===== src/rtl/cache_pkg.sv =====
// Shared types and sizing for the 4-way, 2048-set cache control path.
// Latency: n/a (declarations only).
// Backpressure: n/a.
package cache_pkg;

    localparam int CACHE_WAYS = 4;
    localparam int SET_BITS   = 11;
    localparam int TAG_BITS   = 14;

    // Way-select controller states
    typedef enum logic [2:0] {
        IDLE,
        LOOKUP,
        FILL,
        FILL_WAIT,
        UPDATE
    } state_t;

    // One way's tag RAM entry as stored in tag_rd_data, valid in the MSB
    typedef struct packed {
        logic                valid;
        logic [TAG_BITS-1:0] tag;
    } tag_entry_t;

endpackage


===== src/rtl/cache_tag_compare.sv =====
// Per-way tag compare and victim choice for one looked-up set.
// Latency: purely combinational.
// Backpressure: none; result is valid whenever tag_rd_data is valid.
module cache_tag_compare
    import cache_pkg::*;
#(
    parameter int TAG_W = cache_pkg::TAG_BITS
) (
    input  logic [CACHE_WAYS*(TAG_W+1)-1:0] tag_rd_data,
    input  logic [TAG_W-1:0]                req_tag,
    input  logic [1:0]                      lru_least_used,
    output logic                            hit,
    output logic [1:0]                      hit_way,
    output logic [1:0]                      victim_way
);

    logic [CACHE_WAYS-1:0] way_valid;
    logic [CACHE_WAYS-1:0] way_match;

    // Unpack each {valid,tag} entry and compare against the request tag
    always_comb begin
        way_valid = '0;
        way_match = '0;
        for (int w = 0; w < CACHE_WAYS; w++) begin
            way_valid[w] = tag_rd_data[w*(TAG_W+1) + TAG_W];
            way_match[w] = way_valid[w] &&
                           (tag_rd_data[w*(TAG_W+1) +: TAG_W] == req_tag);
        end
    end

    // Lowest index wins for both a (illegal) multi-hit and the invalid-way search;
    // only a completely valid set falls back to the LRU way
    always_comb begin
        hit        = |way_match;
        hit_way    = 2'd0;
        victim_way = lru_least_used;
        for (int w = CACHE_WAYS - 1; w >= 0; w--) begin
            if (way_match[w]) hit_way = 2'(w);
            if (!way_valid[w]) victim_way = 2'(w);
        end
    end

endmodule


===== src/rtl/cache_way_select.sv =====
// Lookup control ahead of cache_LRU: hit/miss resolve, fill sequencing, tag write, LRU used update.
// Latency: hit accept C0 -> resp C2; miss resp one cycle after the tag write (fill_done) cycle.
// Backpressure: req_ready only in IDLE; fill request held stable until fill_req_ready.
module cache_way_select #(
    parameter int SET_BITS = cache_pkg::SET_BITS,
    parameter int TAG_BITS = cache_pkg::TAG_BITS
) (
    input  logic                         main_clk,
    input  logic                         main_reset_n,
    input  logic                         req_valid,
    output logic                         req_ready,
    input  logic [TAG_BITS+SET_BITS-1:0] req_addr,
    output logic                         tag_rd_en,
    output logic [SET_BITS-1:0]          tag_rd_set,
    input  logic [4*(TAG_BITS+1)-1:0]    tag_rd_data,
    output logic                         tag_wr_en,
    output logic [SET_BITS-1:0]          tag_wr_set,
    output logic [1:0]                   tag_wr_way,
    output logic [TAG_BITS-1:0]          tag_wr_tag,
    output logic [SET_BITS-1:0]          lru_addr,
    output logic [1:0]                   lru_used_index,
    output logic                         lru_enable_write,
    input  logic [1:0]                   lru_least_used,
    output logic                         fill_req_valid,
    input  logic                         fill_req_ready,
    output logic [TAG_BITS+SET_BITS-1:0] fill_addr,
    output logic [1:0]                   fill_way,
    input  logic                         fill_done,
    output logic                         resp_valid,
    output logic                         resp_hit,
    output logic [1:0]                   resp_way,
    output logic [SET_BITS-1:0]          resp_set
);

    import cache_pkg::state_t;
    import cache_pkg::IDLE;
    import cache_pkg::LOOKUP;
    import cache_pkg::FILL;
    import cache_pkg::FILL_WAIT;
    import cache_pkg::UPDATE;

    localparam int ADDR_BITS = TAG_BITS + SET_BITS;

    state_t               state;
    logic [ADDR_BITS-1:0] addr_q;
    logic                 accept;
    logic                 cmp_hit;
    logic [1:0]           cmp_hit_way;
    logic [1:0]           cmp_victim_way;

    // The tag RAM and cache_LRU both need the set in the acceptance cycle so their
    // data lands in LOOKUP; outside that cycle the read address holds the latched set.
    assign accept     = (state == IDLE) && req_valid;
    assign req_ready  = (state == IDLE);
    assign tag_rd_en  = accept;
    assign tag_rd_set = accept ? req_addr[SET_BITS-1:0] : addr_q[SET_BITS-1:0];
    assign lru_addr   = accept ? req_addr[SET_BITS-1:0] : addr_q[SET_BITS-1:0];

    // The fill_done cycle itself is the tag write cycle, so UPDATE follows it directly.
    // Reads only occur in IDLE, so a tag read and write never coincide.
    assign tag_wr_en  = (state == FILL_WAIT) && fill_done;

    cache_tag_compare #(
        .TAG_W (TAG_BITS)
    ) u_tag_compare (
        .tag_rd_data    (tag_rd_data),
        .req_tag        (addr_q[ADDR_BITS-1:SET_BITS]),
        .lru_least_used (lru_least_used),
        .hit            (cmp_hit),
        .hit_way        (cmp_hit_way),
        .victim_way     (cmp_victim_way)
    );

    // Control FSM with registered fill, tag-write, LRU-update and response outputs
    always_ff @(posedge main_clk or negedge main_reset_n) begin
        if (!main_reset_n) begin
            state            <= IDLE;
            addr_q           <= '0;
            tag_wr_set       <= '0;
            tag_wr_way       <= '0;
            tag_wr_tag       <= '0;
            lru_used_index   <= '0;
            lru_enable_write <= 1'b0;
            fill_req_valid   <= 1'b0;
            fill_addr        <= '0;
            fill_way         <= '0;
            resp_valid       <= 1'b0;
            resp_hit         <= 1'b0;
            resp_way         <= '0;
            resp_set         <= '0;
        end else begin
            lru_enable_write <= 1'b0;
            resp_valid       <= 1'b0;
            case (state)
                IDLE: begin
                    if (req_valid) begin
                        addr_q <= req_addr;
                        state  <= LOOKUP;
                    end
                end
                LOOKUP: begin
                    if (cmp_hit) begin
                        lru_used_index   <= cmp_hit_way;
                        lru_enable_write <= 1'b1;
                        resp_valid       <= 1'b1;
                        resp_hit         <= 1'b1;
                        resp_way         <= cmp_hit_way;
                        resp_set         <= addr_q[SET_BITS-1:0];
                        state            <= UPDATE;
                    end else begin
                        // Tag write fields are captured now so they are stable by fill_done
                        fill_req_valid <= 1'b1;
                        fill_addr      <= addr_q;
                        fill_way       <= cmp_victim_way;
                        tag_wr_set     <= addr_q[SET_BITS-1:0];
                        tag_wr_way     <= cmp_victim_way;
                        tag_wr_tag     <= addr_q[ADDR_BITS-1:SET_BITS];
                        state          <= FILL;
                    end
                end
                FILL: begin
                    if (fill_req_ready) begin
                        fill_req_valid <= 1'b0;
                        state          <= FILL_WAIT;
                    end
                end
                FILL_WAIT: begin
                    if (fill_done) begin
                        lru_used_index   <= tag_wr_way;
                        lru_enable_write <= 1'b1;
                        resp_valid       <= 1'b1;
                        resp_hit         <= 1'b0;
                        resp_way         <= tag_wr_way;
                        resp_set         <= tag_wr_set;
                        state            <= UPDATE;
                    end
                end
                UPDATE: begin
                    state <= IDLE;
                end
                default: begin
                    state <= IDLE;
                end
            endcase
        end
    end

endmodule

===== config.mk =====
export PLATFORM = sky130hd
export DESIGN_NAME = cache_way_select
export DESIGN_NICKNAME = d
export VERILOG_FILES = /design/src/rtl/cache_pkg.sv /design/src/rtl/cache_tag_compare.sv /design/src/rtl/cache_way_select.sv
export SDC_FILE = /design/constraint.sdc
export NUM_CORES = 1
export LEC_CHECK = 0
export BUFFER_PORTS_ARGS = -buffer_cell sky130_fd_sc_hd__clkbuf_2
export CAP_MARGIN = 10
export CORE_MARGIN = 5
export CORE_UTILIZATION = 40
export CTS_CLUSTER_SIZE = 16
export DETAILED_ROUTE_END_ITERATION = 8
export PLACE_DENSITY_LB_ADDON = 0.3
export SYNTH_ARGS = -nofsm -noshare
export SYNTH_HDL_FRONTEND = slang
export SYNTH_SLANG_ARGS = --single-unit

===== constraint.sdc =====
create_clock -name main_clk -period 2.2 [get_ports main_clk]
set_input_delay 0.44 -clock main_clk [delete_from_list [all_inputs] [get_ports main_clk]]
set_output_delay 0.44 -clock main_clk [all_outputs]
set_load 0.01 [all_outputs]

==> impl_metrics.json <==
{
  "synth_seq_area_share": 0.435,
  "grt.overflow.total": 0,
  "drv_cap": 0,
  "synthTopCellsByArea": "dfrtp_1 44%, mux2_2 15%, xnor2_1 12%",
  "syn_avg_cell_area_um2": 12.5,
  "fin_hold_ws_ns": 0.220,
  "synth_cells": 326,
  "dr_total_vias": 2993,
  "timing.critical_path.buf_inv": 2,
  "clk_pin_slew_ns": 0.08,
  "place.port_buffers": 189,
  "synth_common_cells": "71 x dfrtp_1, 56 x xnor2_1, 55 x mux2_2",
  "relSlewSlack": 0.387,
  "reg2reg_from": "addr_q[24]",
  "core_mm2": 0.00986,
  "cts_inserted_buffers": 9,
  "drt_iter0_drc": 107,
  "status": "complete, but fails checks",
  "start_kind": "flop",
  "p_comb_frac": 0.529,
  "antenna_found_initial": 0,
  "fp.dieArea_mm2": 0.0123,
  "vdd_drop_max_mv": 0.731,
  "crit_path_cell_trace": "nor3_2 > and2_4 > buf_12 > mux2_2 > clkbuf_2",
  "p_seq_frac": 0.328,
  "grt_pass1_vias": 3241,
  "drc_errors": 0,
  "reg2reg_to": "resp_set[5]",
  "criticalPathCategory": "reg -> out",
  "final_util": 0.554,
  "cpPeakStageDelay_ns": 0.45,
  "reg2reg_slack_ns": -0.04,
  "synth_compound_area_frac": 0.0218,
  "yosysTopAreaCellShare": 0.435,
  "synth-edff-count": 0,
  "die_w_um": 111,
  "critPathTopFamily": "flip-flops",
  "cts_root_buffer": "clkbuf_8",
  "gr-usage-all-layers": 0.175,
  "syn_nets": 418,
  "synth_seq_cells": 71,
  "synth_xor_area_frac": 0.120,
  "ant_nets": 0,
  "start_util": 0.414,
  "hold_viol": 0,
  "arrival_ns": 1.82,
  "path_depth": 5,
  "die_height_um": 111,
  "setup_viol": 41,
  "grt_max_degree": 72,
  "power.total_mw": 8.43,
  "cts_hold_buf": 0,
  "post-route-period-util": 1.03,
  "fin_nets": 585,
  "rsz0062_at_grt": "yes",
  "finalClockSkew_ns": 0.0113,
  "synth_mux_area_frac": 0.229,
  "leakage_nw": 2.65,
  "clock.fmax_mhz": 442,
  "rows": 36,
  "yosys_warnings": 0,
  "power_frac_clock": 0.143,
  "internal_power_mw": 5.28,
  "numClockSinks": 71,
  "hold_class": "in -> async",
  "violations": "setup timing",
  "synthAdderAreaFrac": 0,
  "powerDensity_mw_per_mm2": 1540,
  "worst_slew_pin_slew_ns": 0.919,
  "cts_tree": "built",
  "firstDrtPassIters": 4,
  "syn_area_mm2": 0.00408,
  "n_antenna_cell": 0,
  "post_drt_via_cell_ratio": 4.74,
  "fin_crit_ns": 2.26,
  "ios": 190,
  "synth_most_common_cell": "dfrtp_1",
  "gp_congestion": 0.857,
  "routed_wl_um": 11000,
  "async_flop_share": 1.00,
  "cp_max_fo": 10,
  "cp-end-kind": "output pin",
  "ys.flop_type": "dfrtp_1",
  "critPathRequiredTime_ns": 1.76,
  "setup_ws_ns": -0.0607,
  "slowest_stage": "dfrtp_2",
  "cp-endpoint": "tag_rd_set[7]",
  "h-tree-depth": 3,
  "wl_per_cell_um": 17.4,
  "reg2reg_depth": 9,
  "max-clock-path-buffers": 2,
  "dp_hpwl_um": 8320,
  "p_switching_mw": 3.15,
  "synth_top_family_by_area": "multiplexers",
  "synth-simple-area-share": 0.0628,
  "layout-drive-gt1-share": 0.693,
  "grt_pass1_wl_um": 17200,
  "clock_latency_ns": 0.35,
  "synth_top_cell_by_area": "dfrtp_1",
  "fillers": 875,
  "startpoint": "state[2]",
  "synth_cell_types": 32,
  "area_delta_synth_final_pct": 33.8,
  "power.share.switching": 0.373,
  "slew_viol_final": 0
}
-- worst reg2reg max path: stages (launching register included) --
cell and delay [ns]:
dfrtp_2 0.47, xnor2_1 0.23, nand3_1 0.15, nor4_2 0.30, buf_4 0.17, nor4_4 0.04, buf_4 0.14, o21ai_4 0.14
buf_12 0.18, mux2_4 0.32
-- stage by stage --
stage / setup WS, ns / cells / TNS [ns] / cell area, µm²
finish: -0.0607 / 631 / -1.26 / 5460
CTS: -0.0435 / 626 / -0.608 / 5320
global route: -0.139 / 631 / -5.78 / 5460
global placement: -0.0836 / 609 / -2.41 / 4940
floorplan: 0.0222 / 326 / 0 / 4110
detailed placement: -0.0840 / 609 / -2.34 / 4940
-- routing by layer --
layer,vias up,track usage,part of all wire
met1,1462,0.222,0.43
met5,-,0,0
met3,23,0.0480,0.062
met2,110,0.289,0.48
li1,1398,-,-
met4,0,0.0568,0.024
-- cell families after synthesis --
logic type | after synthesis
flops | 71
buf+inv | 68
mux | 77
xor+xnor | 56
simple gates | 40
compound gates | 14
-- timing repair --
item | CTS | global route
cloned | 0 | 2
setup endpoints to repair | 61 | 62
pin swaps | 2 | 1
buffers inserted | 1 | 3
gates resized for setup | 35 | 20
-- power by group through the flow --
stage | Clock, mW | Sequential, mW | Combinational (mW)
after floorplan | 0 | 2.52 | 3.32
after global placement | 0 | 2.70 | 3.99
after detailed placement | 0 | 2.73 | 4.05
after CTS | 1.24 | 2.75 | 4.31
after global routing | 1.29 | 2.89 | 4.77
final | 1.21 | 2.76 | 4.46
-- cells in the final DEF (no fill, tap or decap), types with 6 or more instances in the layout --
cell type | netlist | routed
xnor2_1 | 56 | 48
mux2_4 | 19 | 45
xnor2_2 | 0 | 8
buf_4 | 42 | 25
clkbuf_8 | 0 | 12
mux2_2 | 55 | 30
nand2_1 | 7 | 6
dfrtp_2 | 0 | 13
nand4_1 | 12 | 12
dfrtp_1 | 71 | 58
clkbuf_2 | 0 | 186
-- layout make-up --
cell class / instances / area [µm²] / share of cell area
clock inverter: 5 / 80.1 / 0.0147
sequential: 71 / 1790 / 0.328
clock buffer: 11 / 151 / 0.0277
timing repair buffer: 221 / 1310 / 0.240
tap: 133 / 166 / 0.0305
inverter: 3 / 11.3 / 0.00206
multi-input combinational: 187 / 1950 / 0.357
-- how the worst min path moves through the flow --
stage	cells after the start	from	slack, ns	endpoint
6_report	1	main_reset_n	0.22	tag_wr_tag[5]
5_1_grt	1	main_reset_n	0.32	tag_wr_tag[4]
4_1_cts	1	main_reset_n	0.24	tag_wr_tag[5]
3_5_place_dp	1	resp_set[2]	0.48	resp_set[2]
3_3_place_gp	1	resp_set[2]	0.47	resp_set[2]
2_1_floorplan	0	main_reset_n	0.14	addr_q[0]
-- state kept, by name, indices dropped and copies added, names as in the netlist --
register,count
resp_valid,1
addr_q,25
tag_wr_tag,14
resp_way,2
fill_addr,1
resp_hit,1
fill_req_valid,1
resp_set,11
tag_wr_set,10
fill_way,2
state,3
(Power assumes the default switching activity.)
